### src/rtl/branch_predict_resolve.sv
// Branch unit for the pipelined MIPS core: 2-bit BHT prediction at fetch, branch resolve at
// execute with BHT training, registered one-cycle redirect and saturating statistics.
module branch_predict_resolve #(
    parameter int unsigned WIDTH     = 32,
    parameter int unsigned BHT_DEPTH = 16,
    parameter int unsigned CNT_W     = 16
) (
    input  logic             clk,
    input  logic             reset,
    input  logic [WIDTH-1:0] fetch_pc,
    output logic             pred_taken,
    input  logic             ex_valid,
    input  logic             ex_flush,
    input  logic [5:0]       ex_opcode,
    input  logic [4:0]       ex_rt,
    input  logic [WIDTH-1:0] ex_pc,
    input  logic [WIDTH-1:0] ex_target,
    input  logic             ex_pred_taken,
    input  logic [WIDTH-1:0] Da,
    input  logic [WIDTH-1:0] Db,
    output logic             redirect,
    output logic [WIDTH-1:0] redirect_pc,
    output logic [CNT_W-1:0] branch_count,
    output logic [CNT_W-1:0] mispredict_count
);

    localparam int unsigned IDX_W = $clog2(BHT_DEPTH);

    localparam logic [5:0] OP_REGIMM = 6'b000001;
    localparam logic [5:0] OP_BEQ    = 6'b000100;
    localparam logic [5:0] OP_BNE    = 6'b000101;
    localparam logic [5:0] OP_BLEZ   = 6'b000110;
    localparam logic [5:0] OP_BGTZ   = 6'b000111;

    logic [1:0]       bht_q [BHT_DEPTH];
    logic [IDX_W-1:0] fetch_idx;
    logic [IDX_W-1:0] ex_idx;
    logic             is_branch;
    logic             taken;
    logic             resolve;
    logic             mispredict;
    logic             da_neg;
    logic             da_zero;
    logic             unused_pc_bits;

    assign fetch_idx = fetch_pc[IDX_W+1:2];
    assign ex_idx    = ex_pc[IDX_W+1:2];

    // No bypass: a same-cycle update to this index is visible only after the edge.
    assign pred_taken = bht_q[fetch_idx][1];

    assign unused_pc_bits = ^{fetch_pc[WIDTH-1:IDX_W+2], fetch_pc[1:0]};

    assign da_neg  = Da[WIDTH-1];
    assign da_zero = (Da == '0);

    always_comb begin
        is_branch = 1'b0;
        taken     = 1'b0;
        case (ex_opcode)
            OP_BEQ: begin
                is_branch = 1'b1;
                taken     = (Da == Db);
            end
            OP_BNE: begin
                is_branch = 1'b1;
                taken     = (Da != Db);
            end
            OP_BLEZ: begin
                is_branch = 1'b1;
                taken     = da_neg | da_zero;
            end
            OP_BGTZ: begin
                is_branch = 1'b1;
                taken     = ~da_neg & ~da_zero;
            end
            OP_REGIMM: begin
                if (ex_rt == 5'b00000) begin
                    is_branch = 1'b1;
                    taken     = da_neg;
                end else if (ex_rt == 5'b00001) begin
                    is_branch = 1'b1;
                    taken     = ~da_neg;
                end
            end
            default: begin
                is_branch = 1'b0;
                taken     = 1'b0;
            end
        endcase
    end

    assign resolve    = ex_valid & ~ex_flush & is_branch;
    assign mispredict = resolve & (taken != ex_pred_taken);

    always_ff @(posedge clk or posedge reset) begin
        if (reset) begin
            for (int i = 0; i < int'(BHT_DEPTH); i++) begin
                bht_q[i] <= 2'b01;
            end
        end else if (resolve) begin
            if (taken && bht_q[ex_idx] != 2'b11) begin
                bht_q[ex_idx] <= bht_q[ex_idx] + 2'b01;
            end else if (!taken && bht_q[ex_idx] != 2'b00) begin
                bht_q[ex_idx] <= bht_q[ex_idx] - 2'b01;
            end
        end
    end

    always_ff @(posedge clk or posedge reset) begin
        if (reset) begin
            redirect    <= 1'b0;
            redirect_pc <= '0;
        end else begin
            redirect <= mispredict;
            if (mispredict) begin
                redirect_pc <= taken ? ex_target : ex_pc + WIDTH'(4);
            end
        end
    end

    always_ff @(posedge clk or posedge reset) begin
        if (reset) begin
            branch_count     <= '0;
            mispredict_count <= '0;
        end else begin
            if (resolve && branch_count != '1) begin
                branch_count <= branch_count + CNT_W'(1);
            end
            if (mispredict && mispredict_count != '1) begin
                mispredict_count <= mispredict_count + CNT_W'(1);
            end
        end
    end

endmodule

### config.mk
export PLATFORM = sky130hd
export DESIGN_NAME = branch_predict_resolve
export DESIGN_NICKNAME = d
export VERILOG_FILES = /design/src/rtl/branch_predict_resolve.sv
export SDC_FILE = /design/constraint.sdc
export NUM_CORES = 1
export LEC_CHECK = 0
export ABC_AREA = 1
export ABC_CLOCK_PERIOD_IN_PS = 9400
export CORE_UTILIZATION = 50
export CTS_CLUSTER_DIAMETER = 100
export DETAILED_ROUTE_END_ITERATION = 10
export PLACE_DENSITY_LB_ADDON = 0.2
export SLEW_MARGIN = 25
export SYNTH_ARGS = -nofsm -noshare
export SYNTH_HDL_FRONTEND = slang
export SYNTH_SLANG_ARGS = --single-unit
export TNS_END_PERCENT = 1
### constraint.sdc
create_clock -name clk -period 9.4 [get_ports clk]
set_input_delay 1.41 -clock clk [delete_from_list [all_inputs] [get_ports clk]]
set_output_delay 1.41 -clock clk [all_outputs]
set_load 0.01 [all_outputs]
==> flow_summary.toml <==
[status]
status = "finished clean"

[drt]
routedWlPerCell_um = 13.8
vias = 7648
first_pass_iters = 5
vias_per_cell = 5.20
ant_nets = 0
drt_iter0_drc = 613
routed_wl_um = 20300
drc = 0

[power]
ir_drop_uv = 81.9
power.density_nw_per_um2 = 114
p_leak_nw = 4.60

[synthesis]
synth-simple-area-share_pct = 41.4
syn_nets = 1278
yosys.area.top_type = "dfrtp_1"
ys_warn_count = 0
synth_compound_area_share_pct = 5.03
synth_cells = 1094
netlist_area_um2 = 7160
synth_mux_area_share_pct = 0.559
syn_avg_cell_area_um2 = 6.54
synth-seq-area-share_pct = 34.2
synth_top_family_by_area = "simple AND/OR/NAND/NOR gates"
ys_ff_latch = 97
synthAdderAreaFrac_pct = 1.40
ys_types = 34
synthTopCellsByArea = "dfrtp_1 28%, nand2_1 22%, nand3_1 6.2%"
synthDominantCellAreaShare_pct = 28.3
synth_xor_area_share_pct = 9.67

[cells_and_area]
synthToLayoutAreaGrowth_pct = 35.3
final_nets = 1470
num_antenna_cells = 0
final_cell_mix = "426 x nand2_1, 213 x clkdlybuf4s50_1, 115 x nor2_1"
drive_gt1_share_pct = 4.42
fillers = 1216
layout_commonest_cell = "nand2_1"

[clock_network]
clk_path_buf_depth = 2
clk_pin_slew_ps = 70
worstSkewPairLatency_ps = 360
cts_tree = "built"
h-tree-depth = 3
cts_resized = 0
cts_setup_buffers = 0
cts_hold_buf = 0
cts_buffers = 9
clockRootBuffer = "clkbuf_16"
cts.sinks = 97

[worst_setup_path]
rrSetupSlack_ps = 5350
r2r-end = "bht_q[15]"
r2r_cells = 12
endpoint_kind = "flop"
crit_type = "in2reg"
start_kind = "input pin"
crit_path_max_fanout = 32
cp.required_ps = 9700
arrival_ps = 5950

[timing]
rsz0062_at_grt = "no"
hold_viol = 0
finalSetupViolCount = 0
fin_tns_setup_ps = 0
fmax_mhz = 177
relSlewSlack_pct = 35.2
whs_ps = 463
worst_clock_skew_ps = 8.92
slew_violations = 0
final.min_clock_period_ps = 5650
worst_pin_slew_ps = 970
fin_crit_sh_pct = 60.1

[placement]
port_buffers = 213
hpwl_um = 15000
place_congestion = 0.910

[die]
die_x_um = 122
initial_core_util_pct = 51.4
core_um2 = 13900
chipHeight_um = 122
num_rows = 43
ios = 242
dieArea_um2 = 14800

[global_route]
overflow = 0
grt_pass1_wl_um = 33600
grt_use_total_pct = 28.6
grt_max_degree = 70
antenna_found_initial = 0
grt_pass1_vias = 7242

[worst_hold_path]
whs_path_depth = 2
holdCritPathClass = "reg2reg"

[flow_run]
maxCapViolCount = 0
kinds of logic (layout without fill, tap and decap cells):
kind of cell,after synthesis,count (layout)
simple gates,702,702
buf+inv,139,336
flops,97,97
xor+xnor,79,79
compound gates,65,65
fa+ha+maj,8,8
mux,4,4
through the flow:
step | power [W] | utilization (%) | cells | instance area, µm² | worst slack, ps
2_1_floorplan | 0.000589 | - | 1094 | 7160 | 5480
3_3_place_gp | 0.000733 | 67.2 | 1454 | 9370 | 3220
3_5_place_dp | 0.000739 | 67.4 | 1455 | 9400 | 3080
4_1_cts | 0.00111 | 69.5 | 1471 | 9690 | 3440
5_1_grt | 0.00116 | 69.5 | 1471 | 9690 | 3320
6_report | 0.00111 | 69.5 | 1471 | 9690 | 3750
per-layer routing:
metal / GRT usage [%] / up-vias / routed length (µm)
li1: - / 3852 / -
met1: 35.5 / 3505 / 8740
met2: 49.1 / 249 / 9760
met3: 4.40 / 42 / 1250
met4: 12.0 / 0 / 536
met5: 0 / - / 0
synth_stat cells (all sizes together):
master,n
o211ai,3
nor3,13
clkbuf,14
nand4,36
a32o,4
nor3b,4
dfrtp,81
nor4,7
dfstp,16
o21ai,40
nand3,90
nor2,121
a21oi,18
inv,102
mux2i,4
nand3b,2
buf,22
ha,8
clkinv,1
nand2,429
xor2,39
xnor2,40
critical path, stage by stage:
cell             delay, ps
clkdlybuf4s50_1        400
buf_4                  230
inv_1                  430
nand2_1                100
a32o_1                 250
nand2_1                 70
nand4_1                760
inv_1                  230
ha_1                   170
clkinv_1               430
nand2_2                550
nand2_2                470
nand3_1                260
nand2_1                 80
nand2_1                 70
power by group:
part           switching [W]  internal, W  leakage, nW
clock               0.000166     0.000208        0.141
combinational       0.000131     0.000138         3.19
sequential         0.0000184     0.000445         1.27
area by class of cell:
cell class | count | area, µm² | share of cell area, %
clock buffer | 12 | 236 | 2.44
sequential | 97 | 2450 | 25.3
tap | 180 | 225 | 2.32
clock inverter | 4 | 52.6 | 0.542
multi-input combinational | 858 | 4160 | 42.9
timing repair buffer | 217 | 2180 | 22.5
inverter | 103 | 388 | 4.00
how the worst max path moves through the flow:
stage | startpoint | endpoint | slack [ps] | depth (start not counted)
after detailed placement | ex_pc[2] | bht_q[7] | 3080 | 15
after floorplan | reset | bht_q[11] | 5480 | 1
after global routing | ex_pc[2] | flop | 3320 | 15
after global placement | ex_pc[2] | bht_q[15] | 3220 | 15
after CTS | ex_pc[2] | bht_q[7] | 3440 | 15
final | ex_pc[2] | bht_q[15] | 3750 | 15
No activity file was read; power rests on OpenSTA's default activity.
